**src/rtl/ascon_pkg.sv**
```systemverilog
// ascon_pkg: shared definitions for the Ascon plaintext collector.
//   collState_e : FSM state encoding used by ascon_pt_collector
//   ASCON_TAGW  : Ascon tag width (128 bits)
//   max2()      : constant-foldable maximum, used for parameter defaults
package ascon_pkg;

  localparam int ASCON_TAGW = 128;

  typedef enum logic [2:0] {
    ST_IDLE    = 3'd0,
    ST_WAIT    = 3'd1,
    ST_CAPTURE = 3'd2,
    ST_CHECK   = 3'd3,
    ST_HOLD    = 3'd4
  } collState_e;

  function automatic int max2(input int a, input int b);
    return (a > b) ? a : b;
  endfunction

endpackage

```
**src/rtl/ascon_sipo.sv**
```systemverilog
// ascon_sipo: width-W serial-to-parallel register. Each cycle with writeEn
// high, bitIn is written to bit position idx (LSB-first streams simply count
// idx up from 0). Indices at or beyond W are ignored, so a shorter register
// can share an index counter with a longer one.
// Ports:
//   clk     in  1   clock
//   rst     in  1   synchronous active-high reset, clears q
//   writeEn in  1   write bitIn at position idx this cycle
//   idx     in  IW  bit position
//   bitIn   in  1   serial data
//   q       out W   parallel contents
module ascon_sipo #(
  parameter int W  = 128,
  parameter int IW = 8
) (
  input  logic          clk,
  input  logic          rst,
  input  logic          writeEn,
  input  logic [IW-1:0] idx,
  input  logic          bitIn,
  output logic [W-1:0]  q
);

  always_ff @(posedge clk) begin
    if (rst) begin
      q <= '0;
    end else begin
      for (int b = 0; b < W; b++) begin
        if (writeEn && (idx == IW'(b))) q[b] <= bitIn;
      end
    end
  end

endmodule

```
**src/rtl/ascon_pt_collector.sv**
```systemverilog
// ascon_pt_collector: collects the serial plaintext and tag streams of the
// serial Ascon decryption core, checks the tag and hands the plaintext to a
// consumer over valid/ready. Plaintext is released only when the tag matches.
//
//   state   | meaning
//   IDLE    | waiting for a rising edge on decryption_readyxSI
//   WAIT    | SKIP settle cycles before the first stream bit
//   CAPTURE | N cycles shifting in plaintext and tag, LSB first
//   CHECK   | one-cycle full-width tag compare, result registered
//   HOLD    | result presented until validxSO & readyxSI
//
// Ports:
//   clk, rst             clock, synchronous active-high reset
//   decryption_readyxSI  core done strobe (rising edge starts a collection)
//   plain_textxSI        serial plaintext
//   tagxSI               serial computed tag
//   expected_tagxDI      received tag, stable until validxSO
//   readyxSI             consumer accepts the result
//   ptxDO                parallel plaintext, zero unless auth_okxSO
//   tagxDO               last captured computed tag
//   validxSO             result available
//   auth_okxSO           computed tag equals expected_tagxDI
//   busyxSO              high in WAIT, CAPTURE and CHECK
//   overrunxSO           sticky: ready edge arrived outside IDLE
module ascon_pt_collector
  import ascon_pkg::*;
#(
  parameter int Y    = 80,
  parameter int TAGW = ASCON_TAGW,
  parameter int N    = max2(Y, TAGW),
  parameter int SKIP = 4
) (
  input  logic            clk,
  input  logic            rst,
  input  logic            decryption_readyxSI,
  input  logic            plain_textxSI,
  input  logic            tagxSI,
  input  logic [TAGW-1:0] expected_tagxDI,
  input  logic            readyxSI,
  output logic [Y-1:0]    ptxDO,
  output logic [TAGW-1:0] tagxDO,
  output logic            validxSO,
  output logic            auth_okxSO,
  output logic            busyxSO,
  output logic            overrunxSO
);

  localparam int CW = $clog2(max2(N, SKIP) + 1);

  localparam logic [2:0] IDLE    = ST_IDLE;
  localparam logic [2:0] WAIT    = ST_WAIT;
  localparam logic [2:0] CAPTURE = ST_CAPTURE;
  localparam logic [2:0] CHECK   = ST_CHECK;
  localparam logic [2:0] HOLD    = ST_HOLD;

  logic [2:0]      state;
  logic [CW-1:0]   cnt;
  logic            rdyQ;
  logic            rdyEdge;
  logic            capEn;
  logic            tagMatch;
  logic [Y-1:0]    ptSr;
  logic [TAGW-1:0] tagSr;

  assign rdyEdge  = decryption_readyxSI & ~rdyQ;
  assign capEn    = (state == CAPTURE);
  // Single full-width equality: no early exit on the first differing bit.
  assign tagMatch = (tagSr == expected_tagxDI);
  assign busyxSO  = (state == WAIT) || (state == CAPTURE) || (state == CHECK);

  // Both registers share the capture counter as bit index; the shorter one
  // ignores indices past its width.
  ascon_sipo #(.W(Y), .IW(CW)) uPtSipo (
    .clk     (clk),
    .rst     (rst),
    .writeEn (capEn),
    .idx     (cnt),
    .bitIn   (plain_textxSI),
    .q       (ptSr)
  );

  ascon_sipo #(.W(TAGW), .IW(CW)) uTagSipo (
    .clk     (clk),
    .rst     (rst),
    .writeEn (capEn),
    .idx     (cnt),
    .bitIn   (tagxSI),
    .q       (tagSr)
  );

  always_ff @(posedge clk) begin
    if (rst) begin
      state      <= IDLE;
      cnt        <= '0;
      rdyQ       <= 1'b0;
      validxSO   <= 1'b0;
      auth_okxSO <= 1'b0;
      ptxDO      <= '0;
      tagxDO     <= '0;
      overrunxSO <= 1'b0;
    end else begin
      rdyQ <= decryption_readyxSI;
      // Edges outside IDLE are dropped, only flagged.
      if (rdyEdge && (state != IDLE)) overrunxSO <= 1'b1;

      case (state)
        IDLE: begin
          if (rdyEdge) begin
            cnt   <= '0;
            state <= WAIT;
          end
        end
        WAIT: begin
          if (cnt == CW'(SKIP - 1)) begin
            cnt   <= '0;
            state <= CAPTURE;
          end else begin
            cnt <= cnt + 1'b1;
          end
        end
        CAPTURE: begin
          if (cnt == CW'(N - 1)) begin
            cnt   <= '0;
            state <= CHECK;
          end else begin
            cnt <= cnt + 1'b1;
          end
        end
        CHECK: begin
          auth_okxSO <= tagMatch;
          ptxDO      <= tagMatch ? ptSr : '0;
          tagxDO     <= tagSr;
          validxSO   <= 1'b1;
          cnt        <= '0;
          state      <= HOLD;
        end
        HOLD: begin
          if (readyxSI) begin
            validxSO   <= 1'b0;
            auth_okxSO <= 1'b0;
            ptxDO      <= '0;
            cnt        <= '0;
            state      <= IDLE;
          end
        end
        default: begin
          cnt   <= '0;
          state <= IDLE;
        end
      endcase
    end
  end

endmodule

```
**config.mk**
```make
export PLATFORM = sky130hd
export DESIGN_NAME = ascon_pt_collector
export DESIGN_NICKNAME = d
export VERILOG_FILES = /design/src/rtl/ascon_pkg.sv /design/src/rtl/ascon_sipo.sv /design/src/rtl/ascon_pt_collector.sv
export SDC_FILE = /design/constraint.sdc
export NUM_CORES = 1
export LEC_CHECK = 0
export CAP_MARGIN = 15
export CORE_AREA = 3 3 199 201
export DETAILED_ROUTE_END_ITERATION = 10
export DIE_AREA = 0 0 202 204
export MAX_ROUTING_LAYER = met4
export PLACE_DENSITY = 0.73
export SETUP_SLACK_MARGIN = 0.15
export SLEW_MARGIN = 25
export SYNTH_ARGS = -nofsm -noshare
export SYNTH_HDL_FRONTEND = slang
export SYNTH_SLANG_ARGS = --single-unit
```
**constraint.sdc**
```tcl
create_clock -name clk -period 2.55 [get_ports clk]
set_input_delay 0.6375 -clock clk [delete_from_list [all_inputs] [get_ports clk]]
set_output_delay 0.6375 -clock clk [all_outputs]
set_load 0.01 [all_outputs]
```
==> report_table.html, run 1 <==
<table>
<tr><th>Metric</th><th>Value</th></tr>
<tr><th colspan="2">Hold path</th></tr>
<tr><td>Terminating pin of the worst hold path</td><td>uPtSipo.q[4]</td></tr>
<tr><td>HP Start</td><td>uPtSipo.q[4]</td></tr>
<tr><td>Worst hold path class</td><td>reg -&gt; reg</td></tr>
<tr><td>Worst hold stages</td><td>2</td></tr>
<tr><th colspan="2">Yosys</th></tr>
<tr><td>Combined area of all synthesized cells</td><td>0.0170 mm^2</td></tr>
<tr><td>Largest area contributor in the netlist</td><td>sky130_fd_sc_hd__dfxtp_1</td></tr>
<tr><td>Top FF cell, synth</td><td>sky130_fd_sc_hd__dfxtp_1</td></tr>
<tr><td>EDFF count, synth</td><td>0</td></tr>
<tr><td>Largest cells by area after synthesis</td><td>sky130_fd_sc_hd__dfxtp_1 51%, sky130_fd_sc_hd__nand2_1 12%, sky130_fd_sc_hd__a21oi_1 9.3%</td></tr>
<tr><td>Avg Synthesized Cell Area</td><td>8.20 um^2</td></tr>
<tr><td>Sequential share of the synthesized area</td><td>0.507</td></tr>
<tr><td>Yosys synthesis warning count</td><td>0</td></tr>
<tr><td>Number of distinct library cells after synthesis</td><td>43</td></tr>
<tr><td>Flops &amp; latches, synth</td><td>431</td></tr>
<tr><td>Most frequent cell after synthesis</td><td>sky130_fd_sc_hd__nand2_1</td></tr>
<tr><td>Fraction of registers with async set or reset after synthesis</td><td>0</td></tr>
<tr><td>Post-Syn Nets</td><td>2,216</td></tr>
<tr><td>Post-synthesis instance total</td><td>2,078</td></tr>
<tr><td>Leading post-synthesis cells by instance count</td><td>564 x sky130_fd_sc_hd__nand2_1, 431 x sky130_fd_sc_hd__dfxtp_1, 316 x sky130_fd_sc_hd__a21oi_1, 184 x sky130_fd_sc_hd__nand3_1, 158 x sky130_fd_sc_hd__clkbuf_1</td></tr>
<tr><td>Share of Yosys cell area claimed by the top area cell type</td><td>0.507</td></tr>
<tr><th colspan="2">Drt</th></tr>
<tr><td>Routed via count divided by cell count</td><td>5.58</td></tr>
<tr><td>Post-DRT Antenna Nets</td><td>0</td></tr>
<tr><td>Wire per inst</td><td>22.3 um</td></tr>
<tr><td>DRC violation count after routing</td><td>0</td></tr>
<tr><td>Detailed-routed wire length on met3</td><td>7450 um</td></tr>
<tr><td>Vias after detailed routing</td><td>16,700</td></tr>
<tr><td>Met1 layer wirelength in the final routing</td><td>26,100 um</td></tr>
<tr><td>Number of violations reported at the end of detailed-routing iteration 0</td><td>1,618</td></tr>
<tr><td>Wire length after detailed routing</td><td>66,700 um</td></tr>
<tr><td>Number of detailed-routing iterations run before antenna repair</td><td>6</td></tr>
<tr><td>Uppermost layer routed</td><td>met4</td></tr>
<tr><td>Wire length on met2</td><td>30,000 um</td></tr>
<tr><th colspan="2">Global routing</th></tr>
<tr><td>Largest net degree at the start of global routing</td><td>195</td></tr>
<tr><td>Initial antenna violation count</td><td>6</td></tr>
<tr><td>All-layer global routing usage</td><td>0.317</td></tr>
<tr><td>Wire length of the first global-routing pass</td><td>96,400 um</td></tr>
<tr><td>Number of global-route vias before repair</td><td>15,600</td></tr>
<tr><td>Overflow after GRT</td><td>0</td></tr>
<tr><th colspan="2">Die</th></tr>
<tr><td>DIE HEIGHT</td><td>204 um</td></tr>
<tr><td>Number of ports placed on the die boundary</td><td>346</td></tr>
<tr><td>Core region area</td><td>0.0378 mm^2</td></tr>
<tr><td>Die ar.</td><td>0.0412 mm^2</td></tr>
<tr><td>Initial cell density of the core</td><td>0.451</td></tr>
<tr><td># rows</td><td>71</td></tr>
<tr><td>Die Span X</td><td>202 um</td></tr>
<tr><th colspan="2">Critical path</th></tr>
<tr><td>Launch point of the critical path</td><td>expected_tagxDI[125]</td></tr>
<tr><td>Cell chain of the critical path</td><td>clkdlybuf4s50_1 &gt; xnor2_2 &gt; nand4_1 &gt; nor4_4 &gt; nand3_4 &gt; nor4_4 &gt; buf_4 &gt; buf_12 &gt; buf_12 &gt; clkbuf_16 &gt; a22o_1</td></tr>
<tr><td>Instance count on the critical path</td><td>11</td></tr>
<tr><td>Largest fanout on the critical path</td><td>6</td></tr>
<tr><td>Biggest cell delay along the critical path</td><td>550 ps</td></tr>
<tr><td>Crit path buf inv count</td><td>5</td></tr>
<tr><td>Slowest stage cell, crit path</td><td>sky130_fd_sc_hd__clkdlybuf4s50_1</td></tr>
<tr><td>Data required time of the worst path</td><td>3050 ps</td></tr>
<tr><td>Dominant delay contributor by cell family on the critical path</td><td>buffers and inverters</td></tr>
<tr><td>Data arrival time of the critical path</td><td>2980 ps</td></tr>
<tr><td>Crit Reg-Reg Startpoint</td><td>uTagSipo.q[84]</td></tr>
<tr><td>Startpoint type of the worst setup path</td><td>input port</td></tr>
<tr><td>Cells on worst reg2reg path</td><td>11</td></tr>
<tr><td>Type of destination of the critical path</td><td>flip-flop</td></tr>
<tr><td>Start-to-end type of the worst setup path</td><td>in -&gt; reg</td></tr>
<tr><td>Capturing point of the worst reg2reg path</td><td>ptxDO[45]</td></tr>
<tr><td>Reg-to-reg slack, setup</td><td>90 ps</td></tr>
<tr><th colspan="2">Place</th></tr>
<tr><td>Placement-stage cell area</td><td>0.0216 mm^2</td></tr>
<tr><td>Placed wire-length estimate after detailed placement</td><td>46,200 um</td></tr>
<tr><td>Number of port buffers</td><td>345</td></tr>
<tr><td>Inst Count DP</td><td>2,882</td></tr>
<tr><td>Final weighted congestion in routability-driven placement</td><td>0.956</td></tr>
<tr><th colspan="2">Clock tree</th></tr>
<tr><td>Clock-pin slew reported for the worst setup and hold paths after clock tree synthesis</td><td>60 ps</td></tr>
<tr><td>CTS Sinks</td><td>431</td></tr>
<tr><td>CTS Buf Count</td><td>46</td></tr>
<tr><td>CTS tree</td><td>built</td></tr>
<tr><td>Maximum buffer depth of the clock tree</td><td>3</td></tr>
<tr><td>Root buffer cell</td><td>sky130_fd_sc_hd__clkbuf_16</td></tr>
<tr><td>H-Tree Level Count</td><td>2</td></tr>
<tr><td>Clock latency at the later pin of the worst-skew pair</td><td>560 ps</td></tr>
<tr><th colspan="2">Finish</th></tr>
<tr><td>Final Instance Count excl. Fillers</td><td>2,987</td></tr>
<tr><td>Share of post-route cells with drive strength above 1</td><td>0.115</td></tr>
<tr><td>Relative area change from synthesis to final layout</td><td>40.6%</td></tr>
<tr><td>Final core utilization</td><td>0.634</td></tr>
<tr><td>Nets</td><td>2,574</td></tr>
<tr><td>Cell area after layout</td><td>0.0239 mm^2</td></tr>
<tr><th colspan="2">Timing</th></tr>
<tr><td>Worst hold-check slack</td><td>454 ps</td></tr>
<tr><td>Setup repair after global routing missed its margin</td><td>true</td></tr>
<tr><td>Shortest clock period the worst path allows after layout</td><td>2480 ps</td></tr>
<tr><td>Post-route fraction of the period consumed by the critical path</td><td>0.971</td></tr>
<tr><td>Worst Max-Slew Pin Slew</td><td>942 ps</td></tr>
<tr><td>Clock Skews</td><td>13.1 ps</td></tr>
<tr><td>Final number of max-transition violations</td><td>0</td></tr>
<tr><td>Final TNS setup</td><td>0 ps</td></tr>
<tr><td>Fin. Hold Viols</td><td>0</td></tr>
<tr><td>Max-Slew Margin vs Limit</td><td>0.372</td></tr>
<tr><td>Setup violators final</td><td>0</td></tr>
<tr><td>Top achievable clock speed</td><td>404 MHz</td></tr>
<tr><th colspan="2">Power</th></tr>
<tr><td>Maximum vdd ir drop</td><td>476 uV</td></tr>
<tr><td>P per Cell Area</td><td>619 mW/mm^2</td></tr>
<tr><td>LEAKAGE</td><td>0.00851 uW</td></tr>
<tr><th colspan="2">Outcome</th></tr>
<tr><td>Status</td><td>completed</td></tr>
<tr><th colspan="2">Job</th></tr>
<tr><td>MaxCap Viol Count</td><td>0</td></tr>
</table>
-- metal layers --
metal | GRT usage | up-vias
met1 | 0.396 | 7856
li1 | - | 7730
met2 | 0.490 | 934
met4 | 0.128 | 0
met3 | 0.0860 | 161
met5 | - | -
-- final cells by class --
class                      count  area (um^2)
tap                          511          639
timing repair buffer         482         4930
fill                        3168        13800
sequential                   431         8640
clock inverter                14          184
inverter                      13         50.0
antenna                        7         17.5
clock buffer                  67         1350
multi-input combinational   1462         8130
-- kinds of logic (layout without fill, tap and decap cells) --
family                   after synthesis  after routing  share of synthesized area
AND/OR/NAND/NOR                      890            890                      0.224
flip-flops                           431            431                      0.507
adder cells (fa/ha/maj)                4              4                    0.00294
AO/OA/AOI/OAI                        420            420                      0.144
other                                  0              7                          0
buffers and inverters                185            576                     0.0443
XOR/XNOR                             124            124                     0.0638
multiplexers                          24             24                     0.0141
-- metrics by stage --
step / setup WS (ps) / total power [uW]
final: 73.8 / 14800
after global routing: 4.59 / 15200
after detailed placement: -740 / 8090
after floorplan: 181 / 7450
after global placement: -761 / 8080
after CTS: 53.5 / 14800
-- worst max path at each step --
stage           endpoint
6_report       ptxDO[45]
3_3_place_gp   ptxDO[12]
3_5_place_dp   ptxDO[28]
4_1_cts        ptxDO[79]
5_1_grt        ptxDO[57]
2_1_floorplan  ptxDO[53]
-- where the power goes --
part	internal, uW	switching [uW]	leakage [uW]
Combinational	450	729	0.00428
Sequential	6760	38.3	0.00347
Clock	4070	2770	0.000756
-- worst reg2reg max path, stage by stage, from the launching register on --
cell                        delay, ps
sky130_fd_sc_hd__dfxtp_1          360
sky130_fd_sc_hd__xnor2_2          290
sky130_fd_sc_hd__nand4_1          160
sky130_fd_sc_hd__buf_4            170
sky130_fd_sc_hd__nor4_4           320
sky130_fd_sc_hd__nand3_4          120
sky130_fd_sc_hd__nor4_4           320
sky130_fd_sc_hd__buf_4            170
sky130_fd_sc_hd__buf_12           140
sky130_fd_sc_hd__buf_12           130
sky130_fd_sc_hd__clkbuf_16        140
sky130_fd_sc_hd__a22o_1           110
-- state kept, by name (all words and copies together), names as in the netlist --
name,flops
tagxDO,128
uTagSipo.q,128
ptxDO,80
uPtSipo.q,80
cnt,8
state,3
auth_okxSO,1
overrunxSO,1
rdyQ,1
validxSO,1
-- cells in the final DEF, fill, tap and decap left out, types with 9 or more instances in the layout --
| cell type | instances |
|---|---|
| sky130_fd_sc_hd__dfxtp_1 | 425 |
| sky130_fd_sc_hd__a22o_1 | 82 |
| sky130_fd_sc_hd__clkdlybuf4s50_1 | 278 |
| sky130_fd_sc_hd__xor2_1 | 21 |
| sky130_fd_sc_hd__and2_1 | 17 |
| sky130_fd_sc_hd__mux2i_1 | 24 |
| sky130_fd_sc_hd__clkbuf_16 | 50 |
| sky130_fd_sc_hd__buf_4 | 106 |
| sky130_fd_sc_hd__clkbuf_1 | 10 |
| sky130_fd_sc_hd__nor2_1 | 47 |
| sky130_fd_sc_hd__inv_1 | 9 |
| sky130_fd_sc_hd__nand4_1 | 28 |
| sky130_fd_sc_hd__nand3_1 | 183 |
| sky130_fd_sc_hd__dlymetal6s2s_1 | 30 |
| sky130_fd_sc_hd__buf_12 | 21 |
| sky130_fd_sc_hd__clkbuf_8 | 10 |
| sky130_fd_sc_hd__dlygate4sd2_1 | 33 |
| sky130_fd_sc_hd__a21oi_1 | 316 |
| sky130_fd_sc_hd__xnor2_1 | 69 |
| sky130_fd_sc_hd__nand2_1 | 564 |
| sky130_fd_sc_hd__xnor2_2 | 34 |
-- what timing repair did --
action                     4_1_cts  5_1_grt
gates cloned                     5        3
hold buffers                     0        0
setup endpoints to repair       82       90
setup buffers                    7        2
resized for setup               85       66
pin swaps                       15       32
Power figures use the tool's default switching activity.
==> run 2: changes to the inputs <==
--- a/config.mk
+++ b/config.mk
@@ -10,7 +10,7 @@
 export DETAILED_ROUTE_END_ITERATION = 10
 export DIE_AREA = 0 0 202 204
 export MAX_ROUTING_LAYER = met4
-export PLACE_DENSITY = 0.73
+export PLACE_DENSITY = 0.76
 export SETUP_SLACK_MARGIN = 0.15
 export SLEW_MARGIN = 25
 export SYNTH_ARGS = -nofsm -noshare
==> constraint.sdc (replaced) <==
create_clock -name clk -period 2.2 [get_ports clk]
set_input_delay 0.55 -clock clk [delete_from_list [all_inputs] [get_ports clk]]
set_output_delay 0.55 -clock clk [all_outputs]
set_load 0.01 [all_outputs]
==> run 2 against run 1 <==
- the run now ends with negative setup slack left
- final area grew 3.5%
- sequential power increased by 16%
- hold slack hardly changed
- sequential cell count unchanged
- clock-buffer cell count shrank 8
- highest routed layer unchanged
==> report_table.html, run 2 (synthesis results as in run 1) <==
<table>
<tr><th>Metric</th><th>Value</th></tr>
<tr><th colspan="2">Clock tree</th></tr>
<tr><td>H-Tree Level Count</td><td>2 (unchanged)</td></tr>
<tr><td>Maximum buffer depth of the clock tree</td><td>3 (unchanged)</td></tr>
<tr><td>Clock-pin slew reported for the worst setup and hold paths after clock tree synthesis</td><td>60 ps (about the same)</td></tr>
<tr><td>CTS Buf Count</td><td>46 (unchanged)</td></tr>
<tr><td>CTS Sinks</td><td>431 (unchanged)</td></tr>
<tr><td>Clock latency at the later pin of the worst-skew pair</td><td>560 ps (about the same)</td></tr>
<tr><td>Root buffer cell</td><td>sky130_fd_sc_hd__clkbuf_16</td></tr>
<tr><td>CTS tree</td><td>built</td></tr>
<tr><th colspan="2">Drt</th></tr>
<tr><td>DRC violation count after routing</td><td>0 (unchanged)</td></tr>
<tr><td>Vias after detailed routing</td><td>17,200 (+3.2%)</td></tr>
<tr><td>Number of violations reported at the end of detailed-routing iteration 0</td><td>1,744 (+7.8%)</td></tr>
<tr><td>Wire per inst</td><td>22.1 um (-0.87%)</td></tr>
<tr><td>Wire length after detailed routing</td><td>68,200 um (+2.3%)</td></tr>
<tr><td>Number of detailed-routing iterations run before antenna repair</td><td>7 (+1)</td></tr>
<tr><td>Post-DRT Antenna Nets</td><td>0 (unchanged)</td></tr>
<tr><td>Routed via count divided by cell count</td><td>5.58 (about the same)</td></tr>
<tr><th colspan="2">Timing</th></tr>
<tr><td>Final number of max-transition violations</td><td>0 (unchanged)</td></tr>
<tr><td>Final TNS setup</td><td>-16,790 ps (-16,790 ps)</td></tr>
<tr><td>Worst Max-Slew Pin Slew</td><td>764 ps (-178 ps)</td></tr>
<tr><td>Fin. Hold Viols</td><td>0 (unchanged)</td></tr>
<tr><td>Post-route fraction of the period consumed by the critical path</td><td>1.12</td></tr>
<tr><td>Worst hold-check slack</td><td>454 ps (+0.349 ps)</td></tr>
<tr><td>Setup repair after global routing missed its margin</td><td>true</td></tr>
<tr><td>Top achievable clock speed</td><td>406 MHz</td></tr>
<tr><td>Clock Skews</td><td>17.8 ps (+4.74 ps)</td></tr>
<tr><td>Max-Slew Margin vs Limit</td><td>0.490 (+0.119)</td></tr>
<tr><td>Final critical-path setup slack</td><td>-261 ps (-334 ps)</td></tr>
<tr><td>Shortest clock period the worst path allows after layout</td><td>2460 ps</td></tr>
<tr><td>Setup violators final</td><td>81 (+81)</td></tr>
<tr><th colspan="2">Place</th></tr>
<tr><td>Placed wire-length estimate after detailed placement</td><td>47,700 um (+3.2%)</td></tr>
<tr><td>Final weighted congestion in routability-driven placement</td><td>0.935 (-2.1%)</td></tr>
<tr><td>Placement-stage cell area</td><td>0.0223 mm^2 (+3.3%)</td></tr>
<tr><td>Number of port buffers</td><td>345 (unchanged)</td></tr>
<tr><th colspan="2">Finish</th></tr>
<tr><td>Number of fill cells</td><td>3,040 (-4.0%)</td></tr>
<tr><td>Final core utilization</td><td>0.656 (+0.0219)</td></tr>
<tr><td>Most frequent cells in the layout</td><td>558 x sky130_fd_sc_hd__nand2_1, 425 x sky130_fd_sc_hd__dfxtp_1, 313 x sky130_fd_sc_hd__a21oi_1</td></tr>
<tr><td>Area of the multi-input gates</td><td>0.00812 mm^2 (-0.12%)</td></tr>
<tr><td>Share of post-route cells with drive strength above 1</td><td>0.154 (+0.0387)</td></tr>
<tr><td>Nets</td><td>2,664 (+3.5%)</td></tr>
<tr><td>Most common cell after layout, fill and taps aside</td><td>sky130_fd_sc_hd__nand2_1</td></tr>
<tr><td>Registers with the highest flip-flop counts</td><td>tagxDO: 128 flops, uTagSipo.q: 128 flops</td></tr>
<tr><td>Reg area</td><td>0.00864 mm^2 (unchanged)</td></tr>
<tr><td>Cell area after layout</td><td>0.0248 mm^2 (+3.5%)</td></tr>
<tr><td>Relative area change from synthesis to final layout</td><td>45.5%</td></tr>
<tr><th colspan="2">Critical path</th></tr>
<tr><td>Worst setup endpoint</td><td>ptxDO[72]</td></tr>
<tr><td>Reg-to-reg slack, setup</td><td>-250 ps (-340 ps)</td></tr>
<tr><td>Cells on worst reg2reg path</td><td>9 (-2)</td></tr>
<tr><td>Launch point of the critical path</td><td>expected_tagxDI[51]</td></tr>
<tr><td>Data arrival time of the critical path</td><td>2960 ps (-20 ps)</td></tr>
<tr><td>Startpoint type of the worst setup path</td><td>input port</td></tr>
<tr><td>Start-to-end type of the worst setup path</td><td>in -&gt; reg</td></tr>
<tr><td>Capturing point of the worst reg2reg path</td><td>ptxDO[72]</td></tr>
<tr><td>Crit Reg-Reg Startpoint</td><td>uTagSipo.q[120]</td></tr>
<tr><td>Largest fanout on the critical path</td><td>8 (+2)</td></tr>
<tr><td>Type of destination of the critical path</td><td>flip-flop</td></tr>
<tr><td>Data required time of the worst path</td><td>2700 ps (-350 ps)</td></tr>
<tr><th colspan="2">Job</th></tr>
<tr><td>MaxCap Viol Count</td><td>0 (unchanged)</td></tr>
<tr><th colspan="2">Power</th></tr>
<tr><td>Portion of total power attributed to sequential cells</td><td>0.450 (-0.009)</td></tr>
<tr><td>Cell internal power dissipation</td><td>13,200 uW (+17%)</td></tr>
<tr><td>LEAKAGE</td><td>0.00962 uW (+13%)</td></tr>
<tr><td>Maximum vdd ir drop</td><td>530 uV (+11%)</td></tr>
<tr><td>Share of total power in combinational logic</td><td>0.090 (+0.011)</td></tr>
<tr><td>P per Cell Area</td><td>706 mW/mm^2 (+14%)</td></tr>
<tr><td>Switching share of power</td><td>0.245 (+0.00598)</td></tr>
<tr><td>Total power draw</td><td>17,500 uW (+18%)</td></tr>
<tr><td>Clock Power Share</td><td>0.460 (-0.002)</td></tr>
<tr><td>Net switching power of the design</td><td>4280 uW (+21%)</td></tr>
<tr><th colspan="2">Global routing</th></tr>
<tr><td>All-layer global routing usage</td><td>0.321 (+0.00466)</td></tr>
<tr><td>Overflow after GRT</td><td>0 (unchanged)</td></tr>
<tr><td>Wire length of the first global-routing pass</td><td>98,800 um (+2.5%)</td></tr>
<tr><td>Number of global-route vias before repair</td><td>16,100 (+2.7%)</td></tr>
<tr><td>Largest net degree at the start of global routing</td><td>144 (-26%)</td></tr>
<tr><td>Initial antenna violation count</td><td>9 (+3)</td></tr>
<tr><th colspan="2">Die</th></tr>
<tr><td>Core region area</td><td>0.0378 mm^2 (unchanged)</td></tr>
<tr><td>Die ar.</td><td>0.0412 mm^2 (unchanged)</td></tr>
<tr><td>Number of ports placed on the die boundary</td><td>346 (unchanged)</td></tr>
<tr><td># rows</td><td>71 (unchanged)</td></tr>
<tr><td>Initial cell density of the core</td><td>0.451 (unchanged)</td></tr>
<tr><td>DIE HEIGHT</td><td>204 um (unchanged)</td></tr>
<tr><td>Die Span X</td><td>202 um (unchanged)</td></tr>
<tr><th colspan="2">Hold path</th></tr>
<tr><td>Worst hold path class</td><td>reg -&gt; reg</td></tr>
<tr><th colspan="2">Outcome</th></tr>
<tr><td>Status</td><td>finished with violations</td></tr>
<tr><td>Violations in the final reports</td><td>negative setup slack</td></tr>
</table>
-- run 2: changes by cell type in the layout (fill, tap and decap cells not counted), moves of 8 or more --
cell	delta
sky130_fd_sc_hd__and2_1	-10
sky130_fd_sc_hd__and2_4	+11
sky130_fd_sc_hd__buf_4	+66
sky130_fd_sc_hd__buf_6	+15
sky130_fd_sc_hd__clkbuf_1	-8
sky130_fd_sc_hd__clkdlybuf4s50_1	-38
sky130_fd_sc_hd__dlygate4sd2_1	+30
sky130_fd_sc_hd__dlymetal6s2s_1	+8
sky130_fd_sc_hd__xnor2_1	+9
sky130_fd_sc_hd__xnor2_2	-11
-- run 2: power groups by stage --
stage / Clock (uW) / Sequential [uW] / Combinational [uW]
floorplan: 0 / 8040 / 599
global placement: 0 / 8030 / 1410
detailed placement: 0 / 8040 / 1410
CTS: 8080 / 7860 / 1460
global route: 8430 / 7870 / 1650
finish: 8050 / 7870 / 1580
-- run 2: area by class of cell --
class | instances | share of cell area
flip-flops and latches | 431 | 0.349
multi-input cells | 1462 | 0.328
repair buffers | 572 | 0.231
clock buffers | 59 | 0.0533
well taps | 511 | 0.0258
clock inverters | 26 | 0.0106
inverters | 13 | 0.00197
diodes | 9 | 0.000909
-- run 2: repair_timing --
| action | 4_1_cts | 5_1_grt |
|---|---|---|
| resized for setup | 125 | 107 |
| hold buffers | 0 | 0 |
| buffers inserted | 5 | 8 |
| gates cloned | 2 | 6 |
| pin swaps | 18 | 27 |
| endpoints found under the setup margin | 346 | 245 |
-- run 2: per-layer routing --
metal	vias to the layer above	share of wire	track usage
met2	1011	0.45	0.495
met5	-	0	-
met4	0	0.047	0.128
met1	8105	0.39	0.407
li1	7915	-	-
met3	183	0.11	0.0831
-- run 2: through the flow --
| stage | instances | worst slack (ps) |
|---|---|---|
| floorplan | 2078 | 38.9 |
| global placement | 2968 | -970 |
| detailed placement | 2968 | -1010 |
| CTS | 3060 | -194 |
| global route | 3083 | -296 |
| finish | 3083 | -261 |
-- run 2: worst min-delay path by stage --
| stage | from | to | slack, ps | cells past startpoint |
|---|---|---|---|---|
| final | tagxDO[118] | tagxDO[118] | 450 | 2 |
| after global routing | uPtSipo.q[74] | uPtSipo.q[74] | 470 | 2 |
| after detailed placement | uPtSipo.q[24] | uPtSipo.q[24] | 450 | 2 |
| after floorplan | uTagSipo.q[104] | tagxDO[104] | 430 | 2 |
| after CTS | uPtSipo.q[24] | uPtSipo.q[24] | 460 | 2 |
| after global placement | uPtSipo.q[73] | uPtSipo.q[73] | 440 | 2 |
-- run 2: critical path, cell delays in order --
cell and delay (ps):
sky130_fd_sc_hd__clkdlybuf4s50_1 570, sky130_fd_sc_hd__xnor2_1 150, sky130_fd_sc_hd__buf_4 150, sky130_fd_sc_hd__nand4_1 150, sky130_fd_sc_hd__nor4_4 340, sky130_fd_sc_hd__nand3_4 110, sky130_fd_sc_hd__nor4_4 340, sky130_fd_sc_hd__buf_6 190
sky130_fd_sc_hd__buf_12 130, sky130_fd_sc_hd__clkbuf_16 150, sky130_fd_sc_hd__a22o_1 130
